===== src/rtl/lock_pkg.sv =====
// Shared types and key codes for the keypad lock controller.
package lock_pkg;

  typedef enum logic [2:0] {
    IDLE    = 3'd0,
    ENTRY   = 3'd1,
    OPEN    = 3'd2,
    LOCKOUT = 3'd3,
    ALARM   = 3'd4
  } ctrl_state_t;

  localparam logic [4:0] KEY_ENTER = 5'd16;
  localparam logic [4:0] KEY_CLEAR = 5'd17;
  localparam logic [4:0] KEY_LOCK  = 5'd18;

endpackage


===== src/rtl/lock_sequencer_sec_timer.sv =====
// Seconds down-counter with a CLK_HZ prescaler; expire fires on the cycle whose edge reaches 0.
module sec_timer #(
  parameter int unsigned CLK_HZ = 100
) (
  input  logic       clk,
  input  logic       rst_n,
  input  logic       load,
  input  logic [7:0] load_val,
  output logic [7:0] secs_left,
  output logic       expire
);

  localparam int unsigned PW = (CLK_HZ > 1) ? $clog2(CLK_HZ) : 1;
  localparam logic [PW-1:0] PreMax = PW'(CLK_HZ - 1);

  logic [PW-1:0] presc_q, presc_d;
  logic [7:0]    secs_q, secs_d;
  logic          wrap;

  assign wrap = (presc_q == PreMax);

  always_comb begin
    presc_d = presc_q;
    secs_d  = secs_q;
    if (load) begin
      presc_d = '0;
      secs_d  = load_val;
    end else if (secs_q != 8'd0) begin
      if (wrap) begin
        presc_d = '0;
        secs_d  = secs_q - 8'd1;
      end else begin
        presc_d = presc_q + 1'b1;
      end
    end
  end

  always_ff @(posedge clk or negedge rst_n) begin
    if (!rst_n) begin
      presc_q <= '0;
      secs_q  <= '0;
    end else begin
      presc_q <= presc_d;
      secs_q  <= secs_d;
    end
  end

  // Combinational so the FSM transitions on the very edge the count hits zero.
  assign expire    = wrap && (secs_q == 8'd1);
  assign secs_left = secs_q;

endmodule


===== src/rtl/lock_sequencer.sv =====
// Keypad lock: code entry, attempt limiting, timed lockout and sticky alarm.
module lock_sequencer
  import lock_pkg::*;
#(
  parameter int unsigned CLK_HZ    = 100,
  parameter int unsigned DIGITS    = 8,
  parameter int unsigned MAX_TRIES = 3,
  parameter int unsigned ENTRY_S   = 5,
  parameter int unsigned LOCKOUT_S = 10,
  parameter int unsigned OPEN_S    = 15
) (
  input  logic                  clk,
  input  logic                  rst_n,
  input  logic                  key_strobe,
  input  logic [4:0]            key_code,
  input  logic [4*DIGITS-1:0]   code_word,
  input  logic                  code_valid,
  output ctrl_state_t           state,
  output logic [3:0]            digit_idx,
  output logic [1:0]            tries_left,
  output logic [7:0]            secs_left,
  output logic                  unlocked,
  output logic                  lockout,
  output logic                  alarm,
  output logic                  fail_pulse
);

  localparam logic [7:0] EntryV   = 8'(ENTRY_S);
  localparam logic [7:0] LockoutV = 8'(LOCKOUT_S);
  localparam logic [7:0] OpenV    = 8'(OPEN_S);
  localparam logic [1:0] MaxV     = 2'(MAX_TRIES);
  localparam logic [3:0] LastIdx  = 4'(DIGITS - 1);

  ctrl_state_t state_q, state_d;
  logic [3:0]  idx_q, idx_d;
  logic        mism_q, mism_d, mism_nx;
  logic [1:0]  tries_q, tries_d, tries_nx;
  logic        lcnt_q, lcnt_d;
  logic        fail_q, fail_d;
  logic        strobe_q, key_evt_q;
  logic [4:0]  key_q;
  logic        tmr_load, expire, do_fail;
  logic [7:0]  tmr_val;
  logic [3:0]  nib;

  always_ff @(posedge clk or negedge rst_n) begin
    if (!rst_n) begin
      strobe_q  <= 1'b0;
      key_evt_q <= 1'b0;
      key_q     <= '0;
    end else begin
      strobe_q  <= key_strobe;
      key_evt_q <= key_strobe & ~strobe_q;
      if (key_strobe & ~strobe_q) key_q <= key_code;
    end
  end

  // Digit 0 is the most significant nibble.
  always_comb begin
    nib = '0;
    for (int unsigned i = 0; i < DIGITS; i++) begin
      if (idx_q == 4'(i)) nib = code_word[(DIGITS-1-i)*4 +: 4];
    end
  end

  sec_timer #(
    .CLK_HZ(CLK_HZ)
  ) u_timer (
    .clk      (clk),
    .rst_n    (rst_n),
    .load     (tmr_load),
    .load_val (tmr_val),
    .secs_left(secs_left),
    .expire   (expire)
  );

  always_comb begin
    state_d  = state_q;
    idx_d    = idx_q;
    mism_d   = mism_q;
    tries_d  = tries_q;
    tries_nx = tries_q;
    lcnt_d   = lcnt_q;
    fail_d   = 1'b0;
    tmr_load = 1'b0;
    tmr_val  = '0;
    do_fail  = 1'b0;
    mism_nx  = mism_q | (key_q[3:0] != nib);

    unique case (state_q)
      IDLE: begin
        if (key_evt_q && key_q == KEY_ENTER && code_valid) begin
          state_d  = ENTRY;
          idx_d    = '0;
          mism_d   = 1'b0;
          tmr_load = 1'b1;
          tmr_val  = EntryV;
        end
      end
      ENTRY: begin
        if (key_evt_q && !key_q[4]) begin
          idx_d    = idx_q + 4'd1;
          mism_d   = mism_nx;
          tmr_load = 1'b1;
          tmr_val  = EntryV;
          if (idx_q == LastIdx) begin
            if (!mism_nx) begin
              state_d = OPEN;
              tries_d = MaxV;
              lcnt_d  = 1'b0;
              tmr_val = OpenV;
            end else begin
              do_fail = 1'b1;
            end
          end
        end else if (key_evt_q && (key_q == KEY_ENTER || key_q == KEY_CLEAR)) begin
          idx_d    = '0;
          mism_d   = 1'b0;
          tmr_load = 1'b1;
          tmr_val  = EntryV;
        end else if (expire) begin
          do_fail = 1'b1;
        end
      end
      OPEN: begin
        if (key_evt_q && key_q == KEY_ENTER) begin
          state_d  = ENTRY;
          idx_d    = '0;
          mism_d   = 1'b0;
          tmr_load = 1'b1;
          tmr_val  = EntryV;
        end else if ((key_evt_q && key_q == KEY_LOCK) || expire) begin
          state_d = IDLE;
          idx_d   = '0;
        end
      end
      LOCKOUT: begin
        if (expire) begin
          state_d = IDLE;
          tries_d = MaxV;
        end
      end
      ALARM: ;
      default: state_d = IDLE;
    endcase

    if (do_fail) begin
      fail_d   = 1'b1;
      tries_nx = (tries_q == 2'd0) ? 2'd0 : tries_q - 2'd1;
      tries_d  = tries_nx;
      idx_d    = '0;
      mism_d   = 1'b0;
      if (tries_nx != 2'd0) begin
        state_d = IDLE;
      end else if (lcnt_q) begin
        state_d = ALARM;
      end else begin
        state_d  = LOCKOUT;
        lcnt_d   = 1'b1;
        tmr_load = 1'b1;
        tmr_val  = LockoutV;
      end
    end

    // Losing the programmed code aborts everything except a raised alarm, without penalty.
    if (!code_valid && state_q != ALARM) begin
      state_d = IDLE;
      idx_d   = '0;
      mism_d  = 1'b0;
      tries_d = tries_q;
      lcnt_d  = lcnt_q;
      fail_d  = 1'b0;
    end

    if (state_d == IDLE || state_d == ALARM) begin
      tmr_load = 1'b1;
      tmr_val  = '0;
    end
  end

  always_ff @(posedge clk or negedge rst_n) begin
    if (!rst_n) begin
      state_q <= IDLE;
      idx_q   <= '0;
      mism_q  <= 1'b0;
      tries_q <= MaxV;
      lcnt_q  <= 1'b0;
      fail_q  <= 1'b0;
    end else begin
      state_q <= state_d;
      idx_q   <= idx_d;
      mism_q  <= mism_d;
      tries_q <= tries_d;
      lcnt_q  <= lcnt_d;
      fail_q  <= fail_d;
    end
  end

  assign state      = state_q;
  assign digit_idx  = idx_q;
  assign tries_left = tries_q;
  assign unlocked   = (state_q == OPEN);
  assign lockout    = (state_q == LOCKOUT);
  assign alarm      = (state_q == ALARM);
  assign fail_pulse = fail_q;

endmodule


===== config.mk =====
export PLATFORM = sky130hd
export DESIGN_NAME = lock_sequencer
export DESIGN_NICKNAME = d
export VERILOG_FILES = /design/src/rtl/lock_pkg.sv /design/src/rtl/lock_sequencer_sec_timer.sv /design/src/rtl/lock_sequencer.sv
export SDC_FILE = /design/constraint.sdc
export NUM_CORES = 1
export LEC_CHECK = 0
export CAP_MARGIN = 15
export CORE_MARGIN = 2
export CORE_UTILIZATION = 45
export DETAILED_ROUTE_END_ITERATION = 7
export PLACE_DENSITY = 0.77
export SKIP_CTS_REPAIR_TIMING = 1
export SYNTH_ARGS = -nofsm -noshare
export SYNTH_HDL_FRONTEND = slang
export SYNTH_SLANG_ARGS = --single-unit

===== constraint.sdc =====
create_clock -name clk -period 2.2 [get_ports clk]
set_input_delay 0.44 -clock clk [delete_from_list [all_inputs] [get_ports clk]]
set_output_delay 0.44 -clock clk [all_outputs]
set_load 0.02 [all_outputs]

==> run_results.csv, run 1 <==
group,metric,value,unit
run_status,status,"finished with violations",
run_status,violations,"setup timing",
finish,diodes,0,
clocking,numCtsBuffers,5,
worst_setup_path,crit_required,2.39,ns
clocking,insertion_delay,0.30,ns
pwr,p_per_area,395,nW/µm²
placement,place_worst_setup_slack,-0.559,ns
worst_setup_path,crit_buf_inv,2,
clocking,cts-root-buf,"clkbuf_8",
sta,fin_skew,0.00721,ns
sta,tns,-6.32,ns
pwr,leakage,1.54,nW
floorplanning,dieArea,6030,µm²
sta,period_needed,2.71,ns
sta,tightest_slew,0.500,ns
synth,ys_warn_count,0,
routing,viasPerCell,5.46,
floorplanning,dieWidth,77.7,µm
worst_setup_path,crit_chain,"buf_6 > inv_6 > ha_4 > nand2_1 > a311oi_2 > a31oi_2 > o21a_1 > nor4_4 > a31oi_2 > or2_4 > a221oi_2",
sta,max_slew_margin,66.6,%
finish,multi_input_area,1650,µm²
synth,postSynthCellCount,297,
worst_setup_path,cp-end-kind,"register",
global_routing,grt_pass1_wl,10700,µm
finish,final_cell_mix,"61 x clkdlybuf4s50_1, 43 x buf_4, 31 x nor2_1, 31 x nand2_1, 30 x dfrtp_1",
global_routing,grt-ovfl-total,0,
placement,dpl.hpwl,5020,µm
floorplanning,fp.dieH,77.7,µm
clocking,cts_tree,"yes",
min_path,hp-class,"register to register",
global_routing,grt_start_max_net_pins,35,
clocking,cts_sinks,34,
sta,hold_viol,0,
sta,rsz0062_at_grt,"yes",
synth,ys_ff_latch,34,
finish,fillers,364,
job,maxCapViolCount,0,
finish,utilization,73.9,%
synth,ys_seq_area_share,34.9,%
min_path,min_from,"strobe_q",
routing,ant_nets,0,
floorplanning,core,5170,µm²
floorplanning,initial_utilization,47.2,%
global_routing,grt_pass1_vias,2437,
worst_setup_path,crit_arrival,2.90,ns
synth,synth.distinct_cells,56,
worst_setup_path,r2r_end,"state[1]",
clocking,h-tree-depth,2,
synth,ys_top_cells_by_area,"dfrtp_1 33%, nand2_1 5.1%, nor2_1 4.9%",
routing,route.detailed.drc,0,
sta,timing.final.max_slew_violations,0,
worst_setup_path,cp_slowest_cell,"dfrtp_2",
synth,synth.avg_cell_area,8.22,µm²
sta,fmaxAchievable,369,MHz
worst_setup_path,critPathMaxStageDelay,0.45,ns
worst_setup_path,regToRegSetupSlack,-0.51,ns
clocking,clkTransAtPathRegs,0.08,ns
global_routing,antenna_found_initial,0,
sta,finalSetupViolations,16,
synth,synthFlopType,"dfrtp_1",
pwr,power.total,1.51,mW
placement,gp_congestion,0.901,
synth,synth_top_area_share,32.8,%
sta,fin_crit_sh,123,%
routing,post_drt_wl_per_cell,14.6,µm
routing,routed-via-count,2582,
finish,fin_nets,450,
min_path,min_path_cells,1,
worst_setup_path,cp_max_fo,7,
placement,portBuffers,61,
min_path,holdPathEnd,"key_evt_q",
finish,area_delta_synth_final,56.5,%
finish,register_area,856,µm²
floorplanning,ios,62,
worst_setup_path,crit_path_start_kind,"register",
pwr,ir_worst_vdd,0.000480,V
synth,syn-num-nets,345,
synth,async_flop_share,100,%
routing,dr.pass1.iters,4,
global_routing,grt_usage,21.7,%
synth,yosysTopAreaCell,"dfrtp_1",
sta,fin_ws,-0.513,ns
clocking,cts_buffer_depth,2,
routing,dr.first_iter.drc_count,165,
worst_setup_path,crit_family,"compound AO/OA/AOI/OAI gates",
finish,stdcell_area,3820,µm²
worst_setup_path,worstSetupPathType,"register to register",
worst_setup_path,crit_top_cell,"a31oi_2",
synth,synth_area,2440,µm²
worst_setup_path,timing.rr.start,"digit_idx[1]",
worst_setup_path,reg2reg_depth,11,
placement,postPlaceCellArea,3460,µm²
floorplanning,rows,26,
synth,synth_edf_count,0,
routing,wirelength,6900,µm
finish,layout_commonest_cell,"clkdlybuf4s50_1",
finish,drive_gt1_share,28.3,%
-- metal layers --
layer,track usage [%],vias to the layer above,part of all wire (%)
met5,0,-,0
met4,7.86,0,2.0
met3,3.72,13,5.0
met2,38.0,87,52
met1,26.5,1220,41
li1,-,1262,-
-- cells in the mapped netlist (4+ instances only) --
master / count
o21ai_0: 13
nor3_1: 6
o211ai_1: 6
ha_1: 7
nand2_1: 33
nand2b_1: 7
xnor2_1: 4
or2_1: 5
nor2_1: 32
inv_1: 18
o21ai_1: 4
a221oi_1: 5
a31oi_1: 5
and2_1: 5
nand3_1: 15
mux2_2: 5
nor2b_1: 5
clkbuf_1: 7
dfrtp_1: 32
a21oi_1: 18
nor3b_1: 6
-- worst max path at each step --
stage	startpoint	to	slack, ns	cells past startpoint
after floorplan	digit_idx[1]	state[0]	-0.28	12
after global placement	code_word[14]	state[1]	-0.49	9
after detailed placement	code_word[14]	state[0]	-0.56	9
after CTS	digit_idx[1]	state[1]	-0.58	11
after global routing	digit_idx[0]	state[1]	-0.59	11
final	digit_idx[1]	state[1]	-0.51	11
-- registers in the layout (all words and copies together) (netlist names), 2 cells and up --
signal,flops
tries_left,2
key_q,5
state,3
digit_idx,4
u_timer.presc_q,7
u_timer.secs_left,8
-- worst reg2reg max path, stage by stage (launching register included) --
cell and delay [ns]:
dfrtp_2 0.45, buf_6 0.15, inv_6 0.06, ha_4 0.16
nand2_1 0.08, a311oi_2 0.32, a31oi_2 0.09, o21a_1 0.22
nor4_4 0.32, a31oi_2 0.14, or2_4 0.31, a221oi_2 0.31
-- per-stage QoR --
stage               hold slack [ns]  cells
floorplan                     0.144    297
global placement              0.490    458
detailed placement            0.496    458
CTS                           0.509    466
global route                  0.536    473
finish                        0.506    473
-- cell families after synthesis --
| family | share of synthesized area [%] |
|---|---|
| simple gates | 29.8 |
| flops | 34.9 |
| buf+inv | 6.40 |
| fa+ha+maj | 3.59 |
| mux | 2.72 |
| xor+xnor | 2.51 |
| compound gates | 20.0 |
-- where the power goes --
part	total (mW)	internal (mW)	switching (mW)	leakage (nW)
Clock	0.585	0.337	0.249	0.0504
Sequential	0.665	0.645	0.0202	0.447
Combinational	0.259	0.147	0.112	1.04
-- final cells by class --
class / count / share of cell area [%]
clock buffers: 5 / 1.80
inverters: 19 / 2.13
clock inverters: 3 / 1.18
flip-flops and latches: 34 / 22.4
multi-input cells: 230 / 43.2
repair buffers: 112 / 27.0
well taps: 70 / 2.29
Note: power is estimated with default switching activity, not from simulation.
==> run 2, diff against run 1 <==
Settings changed: CORE_MARGIN 2 to 5, HOLD_SLACK_MARGIN set to 0.06.
==> run_results.csv, run 2 (synthesis results as in run 1) <==
group,metric,value,unit
worst_setup_path,reg2reg_depth,13,
pwr,leakage,1.53,nW
global_routing,grt_pass1_wl,11400,µm
global_routing,grt-ovfl-total,0,
worst_setup_path,critPathMaxStageDelay,0.46,ns
clocking,insertion_delay,0.29,ns
floorplanning,initial_utilization,46.9,%
clocking,cts_sinks,34,
worst_setup_path,r2r_end,"digit_idx[3]",
min_path,min_from,"strobe_q",
finish,final_cell_mix,"59 x clkdlybuf4s50_1, 43 x buf_4, 33 x nand2_1",
worst_setup_path,regToRegSetupSlack,-0.42,ns
worst_setup_path,timing.rr.start,"digit_idx[0]",
floorplanning,dieArea,7000,µm²
sta,tightest_slew,0.543,ns
routing,wirelength,6770,µm
routing,post_drt_wl_per_cell,14.5,µm
finish,area_delta_synth_final,52.7,%
worst_setup_path,cp-end-kind,"register",
finish,fillers,388,
clocking,numCtsBuffers,5,
sta,finalSetupViolations,15,
finish,multi_input_area,1600,µm²
worst_setup_path,worstSetupPathType,"register to register",
routing,route.detailed.drc,0,
pwr,p_per_area,433,nW/µm²
worst_setup_path,cp_max_fo,8,
routing,ant_nets,0,
finish,diodes,0,
min_path,holdPathEnd,"key_evt_q",
floorplanning,fp.dieH,83.7,µm
finish,layout_commonest_cell,"clkdlybuf4s50_1",
global_routing,grt_pass1_vias,2493,
finish,stdcell_area,3730,µm²
routing,dr.first_iter.drc_count,168,
routing,routed-via-count,2516,
worst_setup_path,crit_required,2.42,ns
floorplanning,dieWidth,83.7,µm
min_path,min_path_cells,1,
floorplanning,core,5200,µm²
sta,max_slew_margin,63.4,%
placement,placedCellCount,458,
clocking,cts_tree,"yes",
finish,register_area,857,µm²
routing,dr.pass1.iters,4,
sta,period_needed,2.62,ns
worst_setup_path,crit_path_start_kind,"register",
global_routing,antenna_found_initial,0,
finish,largest_register_ffs,8,
sta,rsz0062_at_grt,"yes",
finish,fin_cells,467,
clocking,clkTransAtPathRegs,0.08,ns
placement,gp_congestion,0.879,
sta,tns,-5.19,ns
run_status,status,"finished with violations",
sta,fin_crit_sh,119,%
clocking,cts-root-buf,"clkbuf_8",
pwr,ir_worst_vdd,0.000286,V
finish,fin_nets,444,
placement,portBuffers,61,
floorplanning,ios,62,
placement,postPlaceCellArea,3460,µm²
finish,drive_gt1_share,25.2,%
run_status,violations,"setup timing",
routing,viasPerCell,5.39,
global_routing,grt_usage,19.7,%
min_path,hp-class,"register to register",
sta,timing.final.max_slew_violations,0,
placement,dpl.hpwl,5260,µm
worst_setup_path,crit_chain,"buf_6 > inv_6 > ha_4 > buf_4 > nor3b_1 > o311ai_1 > o211ai_1 > xnor2_1 > nor2_1 > nand3_2 > buf_4 > a21o_1 > o211ai_1",
clocking,cts_buffer_depth,2,
worst_setup_path,cp_slowest_cell,"dfrtp_2",
job,maxCapViolCount,0,
sta,fmaxAchievable,381,MHz
worst_setup_path,crit_arrival,2.84,ns
sta,fin_ws,-0.424,ns
floorplanning,rows,26,
global_routing,grt_start_max_net_pins,35,
sta,fin_skew,0.00785,ns
worst_setup_path,startpoint,"digit_idx[0]",
sta,hold_viol,0,
clocking,h-tree-depth,2,
[run 2: cell types whose count changed in the layout (fill, tap and decap cells not counted), sizes merged]
cell           before  now
clkdlybuf4s50      61   59
dlymetal6s2s        0    2
buf                51   45
clkinvlp            2    0
clkinv              0    1
bufinv              1    2
[run 2: metal layers]
metal | share of wire (%) | routed length, µm | vias up | track usage [%]
met3 | 6.1 | 410 | 6 | 4.05
met5 | 0 | 0 | - | 0
met4 | 0.84 | 57 | 0 | 5.85
met1 | 43 | 2890 | 1181 | 24.3
li1 | - | - | 1250 | -
met2 | 50 | 3410 | 79 | 34.3
[run 2: area by class of cell]
cell class              count  share of cell area (%)
inverters                  19                    2.05
repair buffers            106                    26.0
multi-input cells         230                    42.9
clock inverters             3                    1.85
flip-flops and latches     34                    23.0
clock buffers               5                    1.85
well taps                  70                    2.35
[run 2: worst max-delay path: cells and delay by family (launching register included)]
family,cells,cell delay (ns)
AND/OR/NAND/NOR,3,0.39
adder cells (fa/ha/maj),1,0.18
buffers and inverters,4,0.54
AO/OA/AOI/OAI,4,0.79
XOR/XNOR,1,0.17
flip-flops,1,0.46
[run 2: stage by stage]
| step | setup slack, ns | hold WS, ns | power [mW] | utilization [%] |
|---|---|---|---|---|
| 6_report | -0.424 | 0.499 | 1.61 | 71.6 |
| 3_3_place_gp | -0.474 | 0.487 | 0.915 | 66.5 |
| 5_1_grt | -0.611 | 0.518 | 1.68 | 71.6 |
| 4_1_cts | -0.546 | 0.501 | 1.62 | 69.2 |
| 2_1_floorplan | -0.277 | 0.144 | 0.772 | - |
| 3_5_place_dp | -0.552 | 0.490 | 0.919 | 66.5 |
[run 2: worst max path at each step]
stage	cells after the start	to
final	13	digit_idx[3]
after global routing	12	digit_idx[3]
after CTS	9	u_timer.secs_left[1]
after detailed placement	9	u_timer.secs_left[1]
after global placement	9	state[0]
after floorplan	12	state[0]
[run 2: power breakdown]
part	total (mW)	switching, mW	internal [mW]
clock network	0.699	0.245	0.454
logic	0.253	0.111	0.142
registers	0.664	0.0187	0.645
==> run 3, diff against run 2 <==
Settings changed: CORE_MARGIN 5 to unset, CORE_UTILIZATION 45 to 40, PLACE_DENSITY 0.77 to 0.7.
==> run_results.csv, run 3 (synthesis results as in run 1) <==
group,metric,value,unit
finish,largest_register_ffs,8,
run_status,status,"finished with violations",
routing,wirelength,6690,µm
clocking,h-tree-depth,2,
finish,utilization,62.5,%
worst_setup_path,crit_required,2.39,ns
job,maxCapViolCount,0,
sta,rsz0062_at_grt,"yes",
finish,final_cell_mix,"61 x clkdlybuf4s50_1, 38 x buf_4, 31 x nor2_1, 31 x nand2_1, 30 x dfrtp_1",
sta,finalSetupViolations,16,
clocking,cts_tree,"yes",
clocking,numCtsBuffers,5,
floorplanning,fp.dieH,80.1,µm
run_status,violations,"setup timing",
finish,area_delta_synth_final,51.6,%
worst_setup_path,crit_arrival,2.84,ns
clocking,cts_buffer_depth,2,
pwr,p_per_area,367,nW/µm²
routing,ant_nets,0,
routing,viasPerCell,5.29,
clocking,cts_sinks,34,
finish,fillers,501,
worst_setup_path,critPathMaxStageDelay,0.43,ns
worst_setup_path,regToRegSetupSlack,-0.45,ns
floorplanning,initial_utilization,41.3,%
sta,hold_ws,0.495,ns
floorplanning,core,5920,µm²
global_routing,grt_pass1_wl,10600,µm
floorplanning,dieArea,6420,µm²
worst_setup_path,crit_top_cell,"a31oi_2",
pwr,leakage,1.50,nW
sta,tightest_slew,0.521,ns
worst_setup_path,crit_chain,"buf_6 > ha_4 > buf_8 > o211ai_1 > a31oi_2 > o21a_1 > nor4_4 > a31oi_2 > or2_4 > a221oi_2",
sta,fin_skew,0.0109,ns
floorplanning,ios,62,
sta,timing.final.max_slew_violations,0,
routing,post_drt_wl_per_cell,14.3,µm
sta,max_slew_margin,64.9,%
placement,portBuffers,61,
worst_setup_path,cp-end-kind,"register",
floorplanning,rows,28,
finish,fin_nets,442,
placement,gp_congestion,0.842,
min_path,hp-class,"register to register",
finish,diodes,0,
worst_setup_path,cp_max_fo,11,
global_routing,grt_pass1_vias,2356,
clocking,clkTransAtPathRegs,0.07,ns
finish,drive_gt1_share,26.1,%
routing,routed-via-count,2480,
sta,tns,-5.57,ns
routing,route.detailed.drc,0,
worst_setup_path,worstSetupPathType,"register to register",
pwr,ir_worst_vdd,0.000263,V
global_routing,grt_usage,21.2,%
global_routing,antenna_found_initial,0,
sta,fmaxAchievable,378,MHz
global_routing,grt_start_max_net_pins,35,
clocking,cts-root-buf,"clkbuf_8",
clocking,insertion_delay,0.30,ns
routing,dr.first_iter.drc_count,162,
placement,dpl.hpwl,4990,µm
finish,layout_commonest_cell,"clkdlybuf4s50_1",
floorplanning,dieWidth,80.1,µm
sta,hold_viol,0,
worst_setup_path,cp_slowest_cell,"dfrtp_2",
sta,fin_ws,-0.449,ns
global_routing,grt-ovfl-total,0,
routing,dr.pass1.iters,4,
sta,period_needed,2.65,ns
sta,fin_crit_sh,120,%
worst_setup_path,crit_path_start_kind,"register",
-- run 3: changes by cell type in the layout (fill, tap and decap cells not counted), sizes merged --
| cell | change |
|---|---|
| buf | -2 |
| bufinv | -2 |
| clkdlybuf4s50 | +2 |
| dlymetal6s2s | -2 |
| clkinv | +1 |
-- run 3: cell type report --
class	instances	area [µm²]	area share [%]
Clock buffer	5	68.8	1.86
Inverter	19	76.3	2.06
Tap cell	75	93.8	2.53
Timing Repair Buffer	104	965	26.1
Multi-Input combinational cell	230	1630	44.1
Clock inverter	2	10.0	0.270
Sequential cell	34	856	23.1
-- run 3: routing by layer --
layer  vias to the layer above  routed length (µm)  global-route usage [%]
li1                       1243                   -                       -
met1                      1151                2950                    27.4
met2                        76                3280                    34.7
met3                        10                 315                    3.98
met4                         0                 131                    8.21
met5                         -                   0                       0
-- run 3: worst paths after layout --
| kind | from | end | cells after the start |
|---|---|---|---|
| max reg2reg | digit_idx[0] | state[0] | 10 |
| max | digit_idx[0] | state[0] | 10 |
| min in group asynchronous | rst_n | u_timer.presc_q[3] | 2 |
| max in group asynchronous | rst_n | tries_left[0] | 2 |
| min | strobe_q | key_evt_q | 1 |
| min reg2reg | strobe_q | key_evt_q | 1 |
-- run 3: worst max-delay path, delay by kind of cell, from the launching register on --
family | cells | cell delay, ns
DFF | 1 | 0.43
AOI/OAI and AO/OA | 5 | 1.03
buffers and inverters | 2 | 0.28
and+or+nand+nor | 2 | 0.64
adders and majority gates | 1 | 0.17
-- run 3: where the power goes --
| group | total, mW | internal, mW | switching (mW) |
|---|---|---|---|
| Clock | 0.445 | 0.212 | 0.233 |
| Sequential | 0.667 | 0.645 | 0.0214 |
| Combinational | 0.248 | 0.139 | 0.109 |
-- run 3: through the flow --
step	setup WS (ns)	area (µm²)	std cells	power (mW)
2_1_floorplan	-0.277	2510	297	0.772
3_3_place_gp	-0.478	3430	458	0.909
3_5_place_dp	-0.503	3430	458	0.912
4_1_cts	-0.532	3510	465	1.36
5_1_grt	-0.599	3700	469	1.42
6_report	-0.449	3700	469	1.36
